### src/rtl/hazard_mdu_if.sv
// Hazard-controller bundle: pipeline hazard inputs from the datapath and stage controls back to it.
// MDU handshake: md_startE is held while the mult/div sits in E; md_done pulses for one cycle when its result is valid and it leaves E.
interface hazard_mdu_if #(
  parameter int REG_AW = 5,
  parameter int CNT_W  = 6
);
  logic [REG_AW-1:0] rsD, rtD, rsE, rtE;
  logic [REG_AW-1:0] write_regE, write_regM, write_regW;
  logic              reg_writeE, reg_writeM, reg_writeW;
  logic              mem_to_regE, mem_to_regM;
  logic              branchD;
  logic              md_startE, md_is_divE;
  logic              dmem_stall, exceptionM;

  logic [1:0]        forward_AD, forward_BD, forward_AE, forward_BE;
  logic              stallF, stallD, stallE, stallM;
  logic              flushD, flushE, flushM, flushW;
  logic              md_busy, md_done;
  logic              md_state;
  logic [CNT_W-1:0]  md_cnt;

  modport master (
    output rsD, rtD, rsE, rtE, write_regE, write_regM, write_regW,
           reg_writeE, reg_writeM, reg_writeW, mem_to_regE, mem_to_regM,
           branchD, md_startE, md_is_divE, dmem_stall, exceptionM,
    input  forward_AD, forward_BD, forward_AE, forward_BE,
           stallF, stallD, stallE, stallM, flushD, flushE, flushM, flushW,
           md_busy, md_done, md_state, md_cnt
  );

  modport slave (
    input  rsD, rtD, rsE, rtE, write_regE, write_regM, write_regW,
           reg_writeE, reg_writeM, reg_writeW, mem_to_regE, mem_to_regM,
           branchD, md_startE, md_is_divE, dmem_stall, exceptionM,
    output forward_AD, forward_BD, forward_AE, forward_BE,
           stallF, stallD, stallE, stallM, flushD, flushE, flushM, flushW,
           md_busy, md_done, md_state, md_cnt
  );
endinterface

### src/rtl/hazard_mdu.sv
// Hazard controller for the 5-stage core: forwarding, load-use/branch stalls,
// multi-cycle MDU stall engine, data-memory stall and precise exception flush.
module hazard_mdu #(
  parameter int REG_AW  = 5,
  parameter int MUL_LAT = 4,
  parameter int DIV_LAT = 32,
  parameter int CNT_W   = 6
) (
  input logic        clk,
  input logic        rst_n,
  hazard_mdu_if.slave hz
);
  typedef enum logic {IDLE = 1'b0, BUSY = 1'b1} state_t;

  localparam logic [CNT_W-1:0] MUL_LOAD = CNT_W'(MUL_LAT - 1);
  localparam logic [CNT_W-1:0] DIV_LOAD = CNT_W'(DIV_LAT - 1);

  state_t           state;
  logic [CNT_W-1:0] cnt;
  logic             lw_stall, br_stall, md_stall;
  logic             stall_f, stall_d, stall_e, stall_m;
  logic             flush_d, flush_e, flush_m, flush_w;

  function automatic logic [1:0] fwd_sel(
    input logic [REG_AW-1:0] src,
    input logic [REG_AW-1:0] wr_m,
    input logic              we_m,
    input logic [REG_AW-1:0] wr_w,
    input logic              we_w
  );
    if (src != '0 && we_m && src == wr_m) return 2'b10;
    else if (src != '0 && we_w && src == wr_w) return 2'b01;
    else return 2'b00;
  endfunction

  assign hz.forward_AE = fwd_sel(hz.rsE, hz.write_regM, hz.reg_writeM, hz.write_regW, hz.reg_writeW);
  assign hz.forward_BE = fwd_sel(hz.rtE, hz.write_regM, hz.reg_writeM, hz.write_regW, hz.reg_writeW);
  assign hz.forward_AD = fwd_sel(hz.rsD, hz.write_regM, hz.reg_writeM, hz.write_regW, hz.reg_writeW);
  assign hz.forward_BD = fwd_sel(hz.rtD, hz.write_regM, hz.reg_writeM, hz.write_regW, hz.reg_writeW);

  assign lw_stall = hz.mem_to_regE && (hz.write_regE != '0) &&
                    (hz.write_regE == hz.rsD || hz.write_regE == hz.rtD);

  assign br_stall = hz.branchD &&
    ((hz.reg_writeE && hz.write_regE != '0 &&
      (hz.write_regE == hz.rsD || hz.write_regE == hz.rtD)) ||
     (hz.mem_to_regM && hz.write_regM != '0 &&
      (hz.write_regM == hz.rsD || hz.write_regM == hz.rtD)));

  // The cycle the op enters E already counts as its first stall cycle.
  assign md_stall   = (state == IDLE) ? hz.md_startE : (cnt != '0);
  assign hz.md_busy = (state == BUSY);
  assign hz.md_done = (state == BUSY) && (cnt == '0) && !hz.dmem_stall && !hz.exceptionM;
  assign hz.md_state = state;
  assign hz.md_cnt   = cnt;

  always_ff @(posedge clk or negedge rst_n) begin
    if (!rst_n) begin
      state <= IDLE;
      cnt   <= '0;
    end else if (hz.exceptionM) begin
      state <= IDLE;
      cnt   <= '0;
    end else if (!hz.dmem_stall) begin
      case (state)
        IDLE: if (hz.md_startE) begin
          state <= BUSY;
          cnt   <= hz.md_is_divE ? DIV_LOAD : MUL_LOAD;
        end
        BUSY: if (cnt == '0) state <= IDLE;
              else           cnt   <= cnt - 1'b1;
        default: state <= IDLE;
      endcase
    end
  end

  always_comb begin
    stall_f = 1'b0; stall_d = 1'b0; stall_e = 1'b0; stall_m = 1'b0;
    flush_d = 1'b0; flush_e = 1'b0; flush_m = 1'b0; flush_w = 1'b0;
    if (hz.exceptionM) begin
      flush_d = 1'b1; flush_e = 1'b1; flush_m = 1'b1; flush_w = 1'b1;
    end else if (hz.dmem_stall) begin
      stall_f = 1'b1; stall_d = 1'b1; stall_e = 1'b1; stall_m = 1'b1;
      flush_w = 1'b1;
    end else if (md_stall) begin
      stall_f = 1'b1; stall_d = 1'b1; stall_e = 1'b1;
      flush_m = 1'b1;
    end else if (lw_stall || br_stall) begin
      stall_f = 1'b1; stall_d = 1'b1;
      flush_e = 1'b1;
    end
  end

  assign hz.stallF = stall_f;
  assign hz.stallD = stall_d;
  assign hz.stallE = stall_e;
  assign hz.stallM = stall_m;
  assign hz.flushD = flush_d;
  assign hz.flushE = flush_e;
  assign hz.flushM = flush_m;
  assign hz.flushW = flush_w;
endmodule
### src/flat_wrapper.sv
// flat-port wrapper written by rule: the top's interface ports become plain ports
module hazard_mdu_flat 
#(
  parameter int REG_AW  = 5,
  parameter int MUL_LAT = 4,
  parameter int DIV_LAT = 32,
  parameter int CNT_W   = 6
)
  (clk, rst_n, hz_rsD, hz_rtD, hz_rsE, hz_rtE, hz_write_regE, hz_write_regM, hz_write_regW, hz_reg_writeE, hz_reg_writeM, hz_reg_writeW, hz_mem_to_regE, hz_mem_to_regM, hz_branchD, hz_md_startE, hz_md_is_divE, hz_dmem_stall, hz_exceptionM, hz_forward_AD, hz_forward_BD, hz_forward_AE, hz_forward_BE, hz_stallF, hz_stallD, hz_stallE, hz_stallM, hz_flushD, hz_flushE, hz_flushM, hz_flushW, hz_md_busy, hz_md_done, hz_md_state, hz_md_cnt);
  hazard_mdu_if #(.REG_AW(REG_AW), .CNT_W(CNT_W)) hz_i ();
  input logic clk;
  input logic rst_n;
  input wire logic [$bits(hz_i.rsD)-1:0] hz_rsD;
  input wire logic [$bits(hz_i.rtD)-1:0] hz_rtD;
  input wire logic [$bits(hz_i.rsE)-1:0] hz_rsE;
  input wire logic [$bits(hz_i.rtE)-1:0] hz_rtE;
  input wire logic [$bits(hz_i.write_regE)-1:0] hz_write_regE;
  input wire logic [$bits(hz_i.write_regM)-1:0] hz_write_regM;
  input wire logic [$bits(hz_i.write_regW)-1:0] hz_write_regW;
  input wire logic [$bits(hz_i.reg_writeE)-1:0] hz_reg_writeE;
  input wire logic [$bits(hz_i.reg_writeM)-1:0] hz_reg_writeM;
  input wire logic [$bits(hz_i.reg_writeW)-1:0] hz_reg_writeW;
  input wire logic [$bits(hz_i.mem_to_regE)-1:0] hz_mem_to_regE;
  input wire logic [$bits(hz_i.mem_to_regM)-1:0] hz_mem_to_regM;
  input wire logic [$bits(hz_i.branchD)-1:0] hz_branchD;
  input wire logic [$bits(hz_i.md_startE)-1:0] hz_md_startE;
  input wire logic [$bits(hz_i.md_is_divE)-1:0] hz_md_is_divE;
  input wire logic [$bits(hz_i.dmem_stall)-1:0] hz_dmem_stall;
  input wire logic [$bits(hz_i.exceptionM)-1:0] hz_exceptionM;
  output wire logic [$bits(hz_i.forward_AD)-1:0] hz_forward_AD;
  output wire logic [$bits(hz_i.forward_BD)-1:0] hz_forward_BD;
  output wire logic [$bits(hz_i.forward_AE)-1:0] hz_forward_AE;
  output wire logic [$bits(hz_i.forward_BE)-1:0] hz_forward_BE;
  output wire logic [$bits(hz_i.stallF)-1:0] hz_stallF;
  output wire logic [$bits(hz_i.stallD)-1:0] hz_stallD;
  output wire logic [$bits(hz_i.stallE)-1:0] hz_stallE;
  output wire logic [$bits(hz_i.stallM)-1:0] hz_stallM;
  output wire logic [$bits(hz_i.flushD)-1:0] hz_flushD;
  output wire logic [$bits(hz_i.flushE)-1:0] hz_flushE;
  output wire logic [$bits(hz_i.flushM)-1:0] hz_flushM;
  output wire logic [$bits(hz_i.flushW)-1:0] hz_flushW;
  output wire logic [$bits(hz_i.md_busy)-1:0] hz_md_busy;
  output wire logic [$bits(hz_i.md_done)-1:0] hz_md_done;
  output wire logic [$bits(hz_i.md_state)-1:0] hz_md_state;
  output wire logic [$bits(hz_i.md_cnt)-1:0] hz_md_cnt;
  assign hz_i.rsD = hz_rsD;
  assign hz_i.rtD = hz_rtD;
  assign hz_i.rsE = hz_rsE;
  assign hz_i.rtE = hz_rtE;
  assign hz_i.write_regE = hz_write_regE;
  assign hz_i.write_regM = hz_write_regM;
  assign hz_i.write_regW = hz_write_regW;
  assign hz_i.reg_writeE = hz_reg_writeE;
  assign hz_i.reg_writeM = hz_reg_writeM;
  assign hz_i.reg_writeW = hz_reg_writeW;
  assign hz_i.mem_to_regE = hz_mem_to_regE;
  assign hz_i.mem_to_regM = hz_mem_to_regM;
  assign hz_i.branchD = hz_branchD;
  assign hz_i.md_startE = hz_md_startE;
  assign hz_i.md_is_divE = hz_md_is_divE;
  assign hz_i.dmem_stall = hz_dmem_stall;
  assign hz_i.exceptionM = hz_exceptionM;
  assign hz_forward_AD = hz_i.forward_AD;
  assign hz_forward_BD = hz_i.forward_BD;
  assign hz_forward_AE = hz_i.forward_AE;
  assign hz_forward_BE = hz_i.forward_BE;
  assign hz_stallF = hz_i.stallF;
  assign hz_stallD = hz_i.stallD;
  assign hz_stallE = hz_i.stallE;
  assign hz_stallM = hz_i.stallM;
  assign hz_flushD = hz_i.flushD;
  assign hz_flushE = hz_i.flushE;
  assign hz_flushM = hz_i.flushM;
  assign hz_flushW = hz_i.flushW;
  assign hz_md_busy = hz_i.md_busy;
  assign hz_md_done = hz_i.md_done;
  assign hz_md_state = hz_i.md_state;
  assign hz_md_cnt = hz_i.md_cnt;
  hazard_mdu #(.REG_AW(REG_AW), .MUL_LAT(MUL_LAT), .DIV_LAT(DIV_LAT), .CNT_W(CNT_W)) u_core (.clk(clk), .rst_n(rst_n), .hz(hz_i));
endmodule
### config.mk
export PLATFORM = sky130hd
export DESIGN_NAME = hazard_mdu_flat
export DESIGN_NICKNAME = d
export VERILOG_FILES = /design/src/rtl/hazard_mdu_if.sv /design/src/rtl/hazard_mdu.sv /design/src/flat_wrapper.sv
export SDC_FILE = /design/constraint.sdc
export NUM_CORES = 1
export LEC_CHECK = 0
export CELL_PAD_IN_SITES_DETAIL_PLACEMENT = 0
export CELL_PAD_IN_SITES_GLOBAL_PLACEMENT = 1
export CORE_MARGIN = 2
export CORE_UTILIZATION = 24
export CTS_CLUSTER_SIZE = 28
export DETAILED_ROUTE_END_ITERATION = 8
export PLACE_DENSITY = 0.9
export SKIP_LAST_GASP = 1
export SYNTH_ARGS = -nofsm -noshare
export SYNTH_HDL_FRONTEND = slang
export SYNTH_SLANG_ARGS = --single-unit
### constraint.sdc
create_clock -name clk -period 2.1 [get_ports clk]
set_input_delay 0.42 -clock clk [delete_from_list [all_inputs] [get_ports clk]]
set_output_delay 0.42 -clock clk [all_outputs]
set_load 0.05 [all_outputs]
# After elaboration in Yosys (flattened, before gate mapping)
# Index checks and enable logic that the tools add are counted.
[totals] out_inout_bits=25 word_cells=96 register_bits=7
[op_classes] muxes=36 reduce_logical=41 n_addsub=1 eq_ne=15 bitwise_logic=1
[op_table] operator="$eq A5 B5 Y1" count=12
[op_table] operator="$reduce_bool A5 Y1" count=6
[op_table] operator="$logic_and A1 B1 Y1" count=26
[op_table] operator="$mux W1" count=25
[op_table] operator="$mux W6" count=4
[op_table] operator="$pmux W6 S2" count=1
[op_table] operator="$mux W2" count=4
[op_table] operator="$logic_not A6 Y1" count=1
[op_table] operator="$ne A3 B3 Y1 const B" count=2
[op_table] operator="$reduce_bool A6 Y1" count=1
[op_table] operator="$sub A6 B1 Y6 const B" count=1
[op_table] operator="$mux W5" count=1
[op_table] operator="$logic_or A1 B1 Y1" count=4
[op_table] operator="$reduce_and A3 Y1" count=1
[op_table] operator="$logic_not A1 Y1" count=2
[op_table] operator="$ne A2 B1 Y1 const B" count=1
[op_table] operator="$pmux W1 S2" count=1
[op_table] operator="$not A1 Y1" count=1

# Logic depth before layout (Yosys ltp)
# Gate-level depths: netlist (run 1).
[depth] ltp_word=10 mapped_depth=8 depth_no_buf=7

# Worst setup path before layout (run 1)
# No wires, ideal clock.
[synth_path] path_kind="in2out" startpoint="input port hz_write_regM[3]" endpoint="output port hz_forward_BE[0]" path_stages=5 arrival_ns=3.127 setup_slack_ns=-1.447 path_buffers=1 cell_sequence="clkbuf_1 > xnor2_1 > nand4_1 > nor4_1 > nor4_1"
[synth_between] elab_chain_cells=3
[synth_lines] element="start: declaration" line="flat_wrapper.sv:18" source="input wire logic [$bits(hz_i.write_regM)-1:0] hz_write_regM;"
[synth_lines] element="$eq A5 B5 Y1" line="hazard_mdu.sv:31" source="if (src != '0 && we_m && src == wr_m) return 2'b10;"
[synth_lines] element="$logic_and A1 B1 Y1" line="hazard_mdu.sv:31"
[synth_lines] element="$mux W2" line="hazard_mdu.sv:31"
[synth_lines] element="end: declaration" line="flat_wrapper.sv:33" source="output wire logic [$bits(hz_i.forward_BE)-1:0] hz_forward_BE;"
# Every way passes these cells.

# Final worst setup path (run 1)
[layout_path] startpoint="input port hz_write_regM[4]" endpoint="output port hz_stallF"
[layout_between] elab_chain_cells=10 elab_cells_between_ends=13 classes_between="eq/ne (2); mux (4); reduce/logical (7)"
[layout_lines] element="$eq A5 B5 Y1 / $reduce_bool A5 Y1 (equally long branches)" line="hazard_mdu.sv:48, hazard_mdu.sv:47"
[layout_lines] element="$logic_or A1 B1 Y1 / $logic_and A1 B1 Y1 (equally long branches)" line="hazard_mdu.sv:48, hazard_mdu.sv:47"
[layout_lines] element="$logic_and A1 B1 Y1 *" line="hazard_mdu.sv:47" source="(hz.mem_to_regM && hz.write_regM != '0 &&"
[layout_lines] element="$logic_or A1 B1 Y1 *" line="hazard_mdu.sv:46" source="(hz.write_regE == hz.rsD || hz.write_regE == hz.rtD)) ||"
[layout_lines] element="$logic_and A1 B1 Y1 *" line="hazard_mdu.sv:44" source="assign br_stall = hz.branchD &&"
[layout_lines] element="$logic_or A1 B1 Y1 *" line="hazard_mdu.sv:88" source="end else if (lw_stall || br_stall) begin"
[layout_lines] element="$mux W1 *" line="hazard_mdu.sv:88"
[layout_lines] element="$mux W1 *" line="hazard_mdu.sv:85" source="end else if (md_stall) begin"
[layout_lines] element="$mux W1 *" line="hazard_mdu.sv:82" source="end else if (hz.dmem_stall) begin"
[layout_lines] element="$mux W1 *" line="hazard_mdu.sv:80" source="if (hz.exceptionM) begin"
[layout_lines] element="end: declaration" line="flat_wrapper.sv:34" source="output wire logic [$bits(hz_i.stallF)-1:0] hz_stallF;"
# Every way passes the cells marked *; elsewhere a longest branch is shown, timed or not.

==> out/metrics.cfg, run 1 <==
[die]
dieArea_mm2 = 0.00586
die_h_um = 76.5
pin_count = 72
initial_core_util_pct = 24.7
core_mm2 = 0.00511
num_rows = 26
die_w_um = 76.5

[layout]
drive_above_1_share_pct = 57.2
antenna_cells = 0
syn_to_final_growth_pct = 138
fin_util_pct = 58.9
n_fill_cell = 429
finalNetCount = 347
final_cells = 367

[sta]
tightest_slew_ns = 0.504
slew_violations = 0
slew_headroom_pct = 65.9
setup_violations = 7
clock.fmax_mhz = 419
skew_ns = 0.00253
worst_slack_ns = -0.286
post-route-period-util_pct = 114
hold_violations = 0
finalCriticalPeriod_ns = 2.39
rsz0062_at_grt = true

[synthesis]
synth_nets = 214
postSynthAreaPerCell_um2 = 7.65
synth_edf_count = 0
syn_area_mm2 = 0.00126
synth_cells = 165
ys_types = 36
synth-seq-cells = 7
synthFlopType = dfrtp_1
async_reset_ff_share_pct = 100
yosysWarnings = 0
yosysSeqAreaShare_pct = 13.9

[clock_network]
htreeDepth = 1
clockBufferDepth = 2
cts_root_buf = clkbuf_8
tritoncts = done
clock-sinks = 7
cts-buffers-inserted = 3
hold_buffers = 0
worstSkewPairLatency_ns = 0.23
clk_pin_slew_ns = 0.04

[placement]
gp_congestion = 0.914
dp.cells = 357
detailedPlace.worstSlack_ns = -0.673
port_buffers = 71
hpwl_um = 4090

[flow_run]
drv_cap = 0

[global_routing]
grt_pass1_wl_um = 8240
gr-total-overflow = 0
antenna_found_initial = 0
first_global_vias = 1832
grt_use_total_pct = 17.0
grt_max_degree = 10

[route]
drc = 0
drtIter0Drc = 30
drt-wirelength-per-cell_um = 14.2
avgViaCountPerCell = 4.77
firstDrtPassIters = 4
via_count = 1752
ant_nets = 0
drt_wl_total_um = 5210

[setup_path]
crit_chain = buf_6 -> or4_4 -> o211ai_4 -> nor2_1 -> o21a_1 -> a311o_2 -> buf_8
criticalPathCategory = primary input to primary output
cp-start-kind = primary input
worstSetupEndpointType = primary output
ff2ff_path_depth = 7
max_stage_delay_ns = 0.55
critPathTopFamily = compound AO/OA/AOI/OAI gates
cp.arrival_ns = 1.97
cp.depth = 7
worst-path-buf-inv = 2
cp.required_ns = 1.68
worstPathMaxFanout = 2
crit_slowest_cell = or4_4

[status]
outcome = finished with violations
failed_checks = setup timing

[power]
vdd_drop_max_mv = 0.226
totalPowerFinal_w = 0.00103
power.leakage_nw = 1.31
power_density_mw_per_mm2 = 343

[hold_path]
hold_path.class = primary input to asynchronous set/reset pin

logic make-up after synthesis:
| family | share of synthesized area [%] |
|---|---|
| xor gates and xnor gates | 34.7 |
| DFF | 13.9 |
| AOI/OAI and AO/OA | 14.0 |
| buffers and inverters | 7.23 |
| adders and majority gates | 1.98 |
| and+or+nand+nor | 28.2 |
registers in the layout, summed over array words and instances, names as in the netlist:
name / flops
u_core.hz.md_cnt: 6
u_core.hz.md_busy: 1
Yosys cell counts (2+ instances only):
cell      count  area share [%]
xnor2_1      38              26
nor2_1       19             5.6
xor2_1       12             8.3
a21oi_1       9             3.6
clkbuf_1      7             2.1
dfrtp_1       7              14
nand2_1       7             2.1
nand3_1       6             2.4
nand4_1       6             3.0
or4_1         6             3.6
nor3_1        5             2.0
inv_1         4             1.2
nor4_1        4             2.0
buf_4         3             1.8
nor2b_1       3             1.5
a311oi_1      2             1.4
and3_1        2            0.99
buf_6         2             1.8
ha_1          2             2.0
o211a_1       2             1.6
o21a_1        2             1.2
o21ai_0       2            0.79
or2_2         2            0.99
stage by stage:
step	setup TNS [ns]	instance area, µm²	hold slack, ns
floorplan	-2.02	1430	0.124
global placement	-4.91	2730	0.530
detailed placement	-5.16	2730	0.540
CTS	-0.922	2890	0.463
global route	-1.37	3010	0.475
finish	-0.926	3010	0.457
report_power, final:
part / total [W] / switching (W) / internal (W) / leakage [nW]
Sequential: 0.000160 / 0.0000122 / 0.000148 / 0.0846
Clock: 0.000192 / 0.0000601 / 0.000131 / 0.0228
Combinational: 0.000681 / 0.000333 / 0.000348 / 1.20
cell type report:
class,count,area (µm²),area share [%]
tap,70,87.6,2.91
clock buffer,4,45.0,1.50
multi-input combinational,141,1310,43.4
sequential,7,183,6.07
timing repair buffer,141,1370,45.6
inverter,4,15.0,0.499
worst paths after layout:
| check | endpoint | slack, ns | start |
|---|---|---|---|
| max | hz_stallF | -0.29 | hz_write_regM[4] |
| max in group asynchronous | u_core.hz.md_cnt[2] | 1.37 | rst_n |
| max reg2reg | u_core.hz.md_cnt[2] | 0.33 | u_core.hz.md_cnt[3] |
| min in group clk | u_core.hz.md_cnt[3] | 0.56 | u_core.hz.md_busy |
| min reg2reg | u_core.hz.md_cnt[3] | 0.56 | u_core.hz.md_busy |
| min | u_core.hz.md_cnt[5] | 0.46 | rst_n |
placed cells by master, fill, tap and decap left out, types with 7 or more instances in the layout:
master / Yosys / routed
xor2_1: 12 / 11
buf_4: 3 / 67
buf_6: 2 / 15
clkdlybuf4s50_1: 0 / 19
nor2_1: 19 / 11
buf_12: 0 / 14
a21oi_1: 9 / 7
buf_2: 1 / 10
xnor2_1: 38 / 24
xnor2_2: 0 / 14
worst register-to-register path, cell delays in order, from the launching register on:
cell and delay, ns:
dfrtp_2 0.41, nor4b_4 0.36, buf_4 0.21, a211oi_4 0.07, buf_4 0.17, and3_1 0.18
o21ai_1 0.13, o211a_1 0.16
what timing repair did:
item	in CTS	in global routing
resized for setup	160	15
setup endpoints to repair	12	15
pin swaps	34	16
buffers inserted	2	4
routing by layer:
layer / vias to the layer above / wire [µm] / track usage, %
met3: 10 / 283 / 2.73
met5: - / 0 / 0
met1: 828 / 2070 / 18.7
li1: 838 / - / -
met4: 0 / 72 / 4.55
met2: 76 / 2780 / 33.5
Note: power is estimated with default switching activity, not from simulation.
==> run 2: changes to the inputs <==
--- a/config.mk
+++ b/config.mk
@@ -5,11 +5,12 @@
 export SDC_FILE = /design/constraint.sdc
 export NUM_CORES = 1
 export LEC_CHECK = 0
+export ABC_CLOCK_PERIOD_IN_PS = 2100
 export CELL_PAD_IN_SITES_DETAIL_PLACEMENT = 0
 export CELL_PAD_IN_SITES_GLOBAL_PLACEMENT = 1
 export CORE_MARGIN = 2
 export CORE_UTILIZATION = 24
-export CTS_CLUSTER_SIZE = 28
+export CTS_CLUSTER_SIZE = 10
 export DETAILED_ROUTE_END_ITERATION = 8
 export PLACE_DENSITY = 0.9
 export SKIP_LAST_GASP = 1
==> results of run 2 <==
No change in the layout: final DEF, timing and power equal those of run 1.
==> run 3: changes to the inputs <==
--- a/config.mk
+++ b/config.mk
@@ -8,6 +8,7 @@
 export ABC_CLOCK_PERIOD_IN_PS = 2100
 export CELL_PAD_IN_SITES_DETAIL_PLACEMENT = 0
 export CELL_PAD_IN_SITES_GLOBAL_PLACEMENT = 1
+export CORE_ASPECT_RATIO = 0.9
 export CORE_MARGIN = 2
 export CORE_UTILIZATION = 24
 export CTS_CLUSTER_SIZE = 10
==> run 3 against run 2 <==
  * The flow still finishes with violations (setup timing)
  * Non-clock buffer count is 5 lower
  * Via count is 3.7% lower
  * Critical path type unchanged
  * Clock power hardly changed
  * Register-to-register slack better by 0.06 ns
  * Sequential power hardly changed
  * Clock skew is 0.00091 ns lower
  * Combinational power is 2% lower
  * Global-route usage is 0.81 points lower
  * Die area hardly changed
  * Total power is 1.4% lower
  * Critical path depth stayed put
  * Hold slack better by 0.013 ns
==> out/metrics.cfg, run 3 (synthesis results as in run 1) <==
[placement]
gp_congestion = 0.922  ; +0.91%
dp.cells = 348  ; -2.5%
port_buffers = 71  ; unchanged
hpwl_um = 3820  ; -6.7%
dpl-instance-area_mm2 = 0.00268  ; -1.9%

[clock_network]
clk_pin_slew_ns = 0.04  ; about the same
hold_buffers = 0  ; unchanged
clockBufferDepth = 2  ; unchanged
cts-buffers-inserted = 3  ; unchanged
worstSkewPairLatency_ns = 0.23  ; about the same
cts_root_buf = clkbuf_8
htreeDepth = 1  ; unchanged
tritoncts = done
clock-sinks = 7  ; unchanged

[global_routing]
grt_max_degree = 10  ; unchanged
grt_use_total_pct = 16.2  ; -0.81 points
antenna_found_initial = 0  ; unchanged
grt_pass1_wl_um = 7560  ; -8.2%
first_global_vias = 1673  ; -8.7%
gr-total-overflow = 0  ; unchanged

[power]
swShare_pct = 39.5  ; +0.20 points
power.leakage_nw = 1.34  ; +2.2%
p_int_w = 0.000617  ; -1.7%
comb_power_share_pct = 65.6  ; -0.4 points
pwr-share-clk_pct = 18.8  ; +0.3 points
vdd_drop_max_mv = 0.234  ; +3.6%
power_frac_seq_pct = 15.6  ; about the same
power_switching_w = 0.000402  ; -0.91%
totalPowerFinal_w = 0.00102  ; -1.4%
power_density_mw_per_mm2 = 340  ; -1.0%

[layout]
n_fill_cell = 424  ; -1.2%
antenna_cells = 0  ; unchanged
postLayoutCellArea_mm2 = 0.00300  ; -0.37%
finalNetCount = 342  ; -1.4%
largest_reg_flops = 6  ; unchanged
layout_commonest_cell = buf_4
multi_input_area_mm2 = 0.00134  ; +2.4%
syn_to_final_growth_pct = 138
layout_common_cells = 58 x buf_4, 24 x xnor2_1, 15 x buf_2, 15 x buf_6
final_cells = 359  ; -2.2%
register_area_um2 = 183  ; unchanged
drive_above_1_share_pct = 57.5  ; +0.30 points

[route]
ant_nets = 0  ; unchanged
drtIter0Drc = 43  ; +43%
drc = 0  ; unchanged
drt-wirelength-per-cell_um = 14.1  ; -0.38%
avgViaCountPerCell = 4.70  ; -1.6%
drt_wl_total_um = 5080  ; -2.6%
firstDrtPassIters = 4  ; unchanged
via_count = 1687  ; -3.7%

[setup_path]
cp-start-kind = primary input
cp.arrival_ns = 1.96  ; about the same
cp.required_ns = 1.68  ; about the same
criticalPathCategory = primary input to primary output
worstPathMaxFanout = 2  ; unchanged
worstSetupEndpointType = primary output

[die]
die_w_um = 80.5  ; +5.1%
pin_count = 72  ; unchanged
initial_core_util_pct = 24.5  ; -0.26 points
dieArea_mm2 = 0.00586  ; about the same
die_h_um = 72.8  ; -4.9%
core_mm2 = 0.00516  ; +1.1%
num_rows = 25  ; -3.8%

[sta]
worst_slack_ns = -0.281  ; +0.00510 ns
rsz0062_at_grt = true
skew_ns = 0.00161  ; -0.000914 ns
finalCriticalPeriod_ns = 2.38  ; -0.00510 ns
post-route-period-util_pct = 113  ; -0.24 points
slew_headroom_pct = 67.1  ; +1.1 points
holdWs_ns = 0.469  ; +0.0127 ns
hold_violations = 0  ; unchanged
slew_violations = 0  ; unchanged
setup_violations = 6  ; -1
clock.fmax_mhz = 420  ; +0.21%
tightest_slew_ns = 0.493  ; -0.0114 ns

[status]
outcome = finished with violations
failed_checks = setup timing

[flow_run]
drv_cap = 0  ; unchanged

[hold_path]
hold_path.class = primary input to asynchronous set/reset pin

run 3: metrics by stage:
stage,utilization [%],TNS [ns],worst slack [ns]
4_1_cts,53.8,-0.939,-0.274
2_1_floorplan,-,-2.02,-0.420
6_report,58.1,-0.839,-0.281
3_3_place_gp,52.0,-4.98,-0.652
3_5_place_dp,52.0,-5.09,-0.660
5_1_grt,58.1,-1.21,-0.312
run 3: worst max-delay path, cell delays in order:
cell and delay, ns:
buf_6 0.09, or4_4 0.55, o211ai_4 0.18, nor2_1 0.06
o21a_1 0.10, a311o_2 0.39, buf_8 0.16
run 3: final timing paths:
kind / start / slack (ns) / cells after the start / endpoint
setup / recovery: hz_write_regM[2] / -0.28 / 7 / hz_stallF
hold / removal: rst_n / 0.47 / 1 / u_core.hz.md_cnt[5]
setup reg to reg: u_core.hz.md_cnt[0] / 0.39 / 9 / u_core.hz.md_cnt[2]
hold reg to reg: u_core.hz.md_cnt[5] / 0.54 / 1 / u_core.hz.md_cnt[5]
max in group asynchronous: rst_n / 1.35 / 1 / u_core.hz.md_cnt[2]
min in group clk: u_core.hz.md_cnt[5] / 0.54 / 1 / u_core.hz.md_cnt[5]
run 3: area by class of cell:
| type | instances | area share, % |
|---|---|---|
| clock buffers | 4 | 1.50 |
| inverters | 4 | 0.501 |
| multi-input cells | 141 | 44.6 |
| flip-flops and latches | 7 | 6.09 |
| well taps | 67 | 2.80 |
| repair buffers | 136 | 44.5 |
run 3: layer usage:
metal | global-route usage [%] | up-vias | wire [µm]
met5 | 0 | - | 0
met2 | 29.7 | 67 | 2620
met3 | 2.72 | 5 | 312
met1 | 20.1 | 786 | 2100
met4 | 3.20 | 0 | 40
li1 | - | 829 | -
run 3: power by group through the flow:
stage	Clock [W]	Combinational, W	Sequential, W
finish	0.000191	0.000668	0.000159
global placement	0	0.000601	0.000160
floorplan	0	0.000274	0.000202
detailed placement	0	0.000610	0.000161
global route	0.000203	0.000711	0.000160
CTS	0.000196	0.000618	0.000159
run 3: repair_timing:
item	CTS	global route
cloned	0	0
setup buffers	4	4
setup endpoints to repair	11	14
pin swaps	27	23
gates resized for setup	133	46
